===== config.mk =====
export PLATFORM = sky130hd
export DESIGN_NAME = ns_gnrl_wrr_arbiter
export DESIGN_NICKNAME = d
export VERILOG_FILES = /design/src/rtl/ns_gnrl_wrr_arbiter.sv
export SDC_FILE = /design/constraint.sdc
export NUM_CORES = 1
export LEC_CHECK = 0
export BUFFER_PORTS_ARGS = -buffer_cell sky130_fd_sc_hd__clkbuf_2
export CORE_ASPECT_RATIO = 1.25
export CORE_UTILIZATION = 51
export CTS_CLUSTER_SIZE = 16
export DETAILED_ROUTE_END_ITERATION = 16
export GPL_ROUTABILITY_DRIVEN = 0
export PLACE_DENSITY = 0.87
export REMOVE_ABC_BUFFERS = 1
export SKIP_LAST_GASP = 1
export SYNTH_ARGS = -nofsm -noshare
export SYNTH_HDL_FRONTEND = slang
export SYNTH_SLANG_ARGS = --single-unit

===== constraint.sdc =====
create_clock -name clk -period 4 [get_ports clk]
set_input_delay 0.4 -clock clk [delete_from_list [all_inputs] [get_ports clk]]
set_output_delay 0.4 -clock clk [all_outputs]
set_load 0.02 [all_outputs]

===== src/rtl/ns_gnrl_wrr_arbiter.sv =====
// ns_gnrl_wrr_arbiter
//   Weighted round-robin arbiter with packet locking and a valid/ready grant
//   handshake. A requester keeps the grant for whole packets, up to weight+1
//   packets per turn, before the round-robin pointer moves past it.
//
// Ports
//   clk, rst_n  : clock, asynchronous active-low reset
//   arbt_ena    : global enable; low freezes state and blanks the grant
//   req_vec     : per-requester beat request
//   req_last    : per-requester last-beat flag (meaningful with req_vec)
//   wgt         : packed weights, requester i at [i*WEIGHT_W +: WEIGHT_W]
//   out_rdy     : downstream accepts the granted beat
//   grt_vld     : grant presented this cycle
//   grt_vec     : one-hot grant (zero when grt_vld=0)
//   grt_id      : binary grant index (zero when grt_vld=0)
//   grt_last    : req_last of the granted requester (zero when grt_vld=0)
//   busy        : arbiter is inside a packet or a turn (state != IDLE)
module ns_gnrl_wrr_arbiter #(
  parameter int unsigned ARBT_NUM = 4,
  parameter int unsigned WEIGHT_W = 3,
  parameter int unsigned ID_W     = $clog2(ARBT_NUM)
) (
  input  logic                         clk,
  input  logic                         rst_n,
  input  logic                         arbt_ena,
  input  logic [ARBT_NUM-1:0]          req_vec,
  input  logic [ARBT_NUM-1:0]          req_last,
  input  logic [ARBT_NUM*WEIGHT_W-1:0] wgt,
  input  logic                         out_rdy,
  output logic                         grt_vld,
  output logic [ARBT_NUM-1:0]          grt_vec,
  output logic [ID_W-1:0]              grt_id,
  output logic                         grt_last,
  output logic                         busy
);

  localparam logic [1:0] ST_IDLE = 2'd0;
  localparam logic [1:0] ST_PKT  = 2'd1;
  localparam logic [1:0] ST_GAP  = 2'd2;

  logic [1:0]          state_q, state_d;
  logic [ID_W-1:0]     ptr_q, ptr_d;
  logic [ID_W-1:0]     owner_q, owner_d;
  logic [WEIGHT_W-1:0] credit_q, credit_d;

  logic [WEIGHT_W-1:0] wgt_arr [ARBT_NUM];

  always_comb begin
    for (int i = 0; i < ARBT_NUM; i++) begin
      wgt_arr[i] = wgt[i*WEIGHT_W +: WEIGHT_W];
    end
  end

  // Round-robin pick: rotate the request vector so ptr lands on bit 0, take
  // the first set bit, then map the offset back to an absolute index.
  logic [2*ARBT_NUM-1:0] req_rot;
  logic                  rr_found;
  logic [ID_W-1:0]       rr_idx;
  logic [ID_W:0]         rr_sum;

  always_comb begin
    req_rot  = {req_vec, req_vec} >> ptr_q;
    rr_found = 1'b0;
    rr_idx   = '0;
    rr_sum   = '0;
    for (int k = 0; k < ARBT_NUM; k++) begin
      if (!rr_found && req_rot[k]) begin
        rr_found = 1'b1;
        rr_sum   = (ID_W+1)'(ptr_q) + (ID_W+1)'(k);
        if (rr_sum >= (ID_W+1)'(ARBT_NUM)) begin
          rr_sum = rr_sum - (ID_W+1)'(ARBT_NUM);
        end
        rr_idx = rr_sum[ID_W-1:0];
      end
    end
  end

  // Grant selection from registered state and live requests.
  logic            gnt_ok;
  logic            gnt_raw;
  logic [ID_W-1:0] gnt_idx;

  always_comb begin
    gnt_raw = 1'b0;
    gnt_idx = '0;
    case (state_q)
      ST_PKT: begin
        // Locked: non-owners are ignored even while the owner bubbles.
        gnt_raw = req_vec[owner_q];
        gnt_idx = owner_q;
      end
      ST_GAP: begin
        if (req_vec[owner_q]) begin
          gnt_raw = 1'b1;
          gnt_idx = owner_q;
        end else begin
          gnt_raw = rr_found;
          gnt_idx = rr_idx;
        end
      end
      default: begin
        gnt_raw = rr_found;
        gnt_idx = rr_idx;
      end
    endcase
  end

  // Outputs are blanked asynchronously by reset as well as by the enable.
  assign gnt_ok   = arbt_ena & rst_n;
  assign grt_vld  = gnt_ok & gnt_raw;
  assign grt_id   = grt_vld ? gnt_idx : '0;
  assign grt_vec  = grt_vld ? (ARBT_NUM'(1) << gnt_idx) : '0;
  assign grt_last = grt_vld & req_last[gnt_idx];
  assign busy     = (state_q != ST_IDLE);

  logic                xfer;
  logic                new_own;
  logic [WEIGHT_W-1:0] cr;

  assign xfer = grt_vld & out_rdy;

  always_comb begin
    state_d  = state_q;
    ptr_d    = ptr_q;
    owner_d  = owner_q;
    credit_d = credit_q;
    new_own  = 1'b0;
    cr       = credit_q;
    if (xfer) begin
      new_own = (state_q == ST_IDLE) || (state_q == ST_GAP && gnt_idx != owner_q);
      // Quota is latched only when a requester takes ownership.
      cr      = new_own ? wgt_arr[gnt_idx] : credit_q;
      owner_d = gnt_idx;
      if (!grt_last) begin
        state_d  = ST_PKT;
        credit_d = cr;
      end else if (cr == '0) begin
        state_d  = ST_IDLE;
        credit_d = '0;
        ptr_d    = (gnt_idx == ID_W'(ARBT_NUM-1)) ? '0 : gnt_idx + ID_W'(1);
      end else begin
        state_d  = ST_GAP;
        credit_d = cr - WEIGHT_W'(1);
      end
    end
  end

  always_ff @(posedge clk or negedge rst_n) begin
    if (!rst_n) begin
      state_q  <= ST_IDLE;
      ptr_q    <= '0;
      owner_q  <= '0;
      credit_q <= '0;
    end else begin
      state_q  <= state_d;
      ptr_q    <= ptr_d;
      owner_q  <= owner_d;
      credit_q <= credit_d;
    end
  end

endmodule

==> impl_results.md <==
* Total power per unit cell area at 663 nW/um^2
* FF-to-FF path depth at 11
* Worst-Skew Late Latency at 0.27 ns
* RSZ-0062 raised after global routing: false
* Main combinational cell family by area after synthesis: compound AO/OA/AOI/OAI gates
* Fin crit share at 0.896
* Sequential share of the synthesized area at 0.208
* Post-synthesis mux area share at 0.207
* IO Port Bufs at 32
* Total core area at 1980 sq um
* Max clock buf depth at 2
* Ranking of synthesized cells by area: dfrtp_1 (21%), ha_1 (12%), mux2i_1 (11%)
* Drt initial violations at 37
* Hold WC Path Type: in2async
* Worst slew pin tran at 0.709 ns
* Clock transition at the registers of the reported paths at 0.07 ns
* Syn. warnings at 0
* Detailed Place HPWL at 2100 um
* Routed vias at 1023
* Crit Path Max Fanout at 14
* Routed vias/inst at 5.91
* Synthesis-to-layout area growth at 16.7%
* Setup TNS at 0 ns
* Post-synthesis compound-gate area fraction at 0.217
* DR WL/cell at 15.1 um
* CP peak stage delay at 0.63 ns
* First-pass GRT wire length at 4290 um
* Starting Density at 0.547
* Ordered cell list for the critical path: mux4_2 > nand3_2 > o41ai_4 > a21oi_4 > mux2i_1 > mux2i_1 > mux2i_1 > nor2b_1 > ha_1 > and3_1 > mux2_2
* Setup-failing EPs final at 0
* Syn_area_per_cell at 8.95 sq um
* Area leader, netlist: dfrtp_1
* Area of the die at 2310 sq um
* Gr usage total at 0.247
* Reg-to-reg slack, setup at 0.42 ns
* Worst R2R End: ptr_q[0]
* Drt first pass iters at 4
* Die X at 43.2 um
* Share of cells above drive strength 1 at 0.320
* Initial antenna violation count at 0
* CTS HTree Levels at 1
* P_leak at 0.666 nW
* Final Hold Fails at 9
* TritonCTS Buffers at 3
* Simple-Gate Fraction of Synth Area at 0.179
* Library cells used by synthesis at 37
* Critical Path Start: owner_q[0]
* CTS hold repair buffers at 0
* ANT nets after route at 0
* Detailed Route WL at 2620 um
* Setup Buffers After CTS at 0
* PostCTS Resize Cnt at 0
* Io pins at 33
* Outcome: finished with violations
* Die Span Y at 53.5 um
* Crit start category: flip-flop
* Most common cell after layout, fill and taps aside: clkbuf_2
* Relative slew slack at 0.521
* Row cnt at 18
* Xor and xnor area share after synthesis at 0.00808
* Design area at 1260 sq um
* Worst path slowest cell: mux4_2
* Max Cap Violations at 0
* Commonest cells after routing, fill and taps aside: clkbuf_2 (32), nand2_1 (13), mux2i_1 (12)
* Largest net degree at the start of global routing at 15
* Root Buffer: clkbuf_4
* Post-Syn Area at 1080 sq um
* Ant diodes at 0
* Crit path time final at 3.58 ns
* Placed inst area at 1240 sq um
* Maximum clock rate at 279 MHz
* Setup crit end kind: flip-flop
* CTS tree: yes
* RR Startpoint: owner_q[0]
* Worst setup path category: reg2reg
* Required @ worst endpoint at 4.15 ns
* Main synth FF type: dfrtp_1
* Seq cells post-synth at 9
* Arrival time at the worst endpoint at 3.74 ns
* Slew Viols, Final at 0
* Vias in the first global route at 1003
* Min Hold Slack at -0.00721 ns
* Critical path capture point: ptr_q[0]
* DRC at 0
* Failing checks: negative hold slack
* Post-synth ARST share at 1.00
* Synth top area share at 0.208
* GRT overflow at 0
* Gate Count Post-Synth at 121
* Clock sink count at 9
* Clock Skew at 0.00449 ns
* Post-synth EDFFs at 0
* Post-Synth Adder-Cell Area at 0.115
* Final net count at 188
* Most frequent CP cell: mux2i_1
* Peak supply drop at 0.000431 V
==> metal layers <==
metal / vias to the layer above / share of wire / GRT usage / wire, um
met5: - / 0 / 0 / 0
met4: 0 / 0.020 / 0.0808 / 53
met3: 7 / 0.038 / 0.0134 / 100
met2: 38 / 0.53 / 0.485 / 1380
met1: 479 / 0.41 / 0.281 / 1080
li1: 499 / - / - / -
==> per-stage QoR <==
stage | total power, mW | util | hold slack (ns) | worst slack, ns | instances
finish | 0.839 | 0.638 | -0.00721 | 0.417 | 173
global placement | 0.737 | 0.625 | 0.279 | 0.610 | 169
global route | 0.906 | 0.638 | 0.0101 | 0.139 | 173
detailed placement | 0.762 | 0.625 | 0.282 | 0.456 | 169
floorplan | 0.624 | - | 0.104 | 0.850 | 117
CTS | 0.834 | 0.638 | 0.000266 | 0.442 | 173
==> final cells by class <==
| type | count | area, sq um |
|---|---|---|
| Clock buffer | 4 | 26.3 |
| Timing Repair Buffer | 32 | 160 |
| Multi-Input combinational cell | 97 | 787 |
| Fill cell | 177 | 717 |
| Sequential cell | 9 | 225 |
| Inverter | 11 | 41.3 |
| Tap cell | 20 | 25.0 |
==> logic make-up (layout without fill, tap and decap cells) <==
logic type	Yosys count	after routing
fa+ha+maj	10	10
buf+inv	15	47
flops	9	9
xor+xnor	1	1
mux	20	20
compound gates	28	28
simple gates	38	38
==> worst min-delay path by stage <==
stage,startpoint,cells after the start,to,slack (ns)
2_1_floorplan,rst_n,0,credit_q[0],0.10
6_report,rst_n,1,ptr_q[1],-0.007
3_5_place_dp,rst_n,1,credit_q[2],0.28
4_1_cts,rst_n,1,credit_q[0],0.0003
5_1_grt,rst_n,1,credit_q[0],0.01
3_3_place_gp,rst_n,1,credit_q[2],0.28
==> synthesized netlist by cell type (3+ instances only) <==
master and instances:
a211oi_1 3, a21oi_1 7, and2_1 6, and3_1 3
dfrtp_1 9, ha_1 10, inv_1 11, mux2_2 6
mux2i_1 12, nand2_1 13, nand2b_1 3, nor2_1 6
o21ai_0 3
==> sequential cells by signal (all words and copies together) (netlist names) <==
name / count
state_q: 2
ptr_q: 2
credit_q: 3
owner_q: 2
==> critical path: cells and delay by family (launching register included) <==
family | cells | cell delay (ns)
simple gates | 3 | 0.61
fa+ha+maj | 1 | 0.20
mux | 5 | 1.58
flops | 1 | 0.53
compound gates | 2 | 0.55
==> power breakdown <==
part / switching [mW] / internal [mW]
Combinational: 0.351 / 0.245
Clock: 0.0347 / 0.0386
Sequential: 0.0428 / 0.127
Total: 0.429 / 0.410
Note: power is estimated with default switching activity, not from simulation.
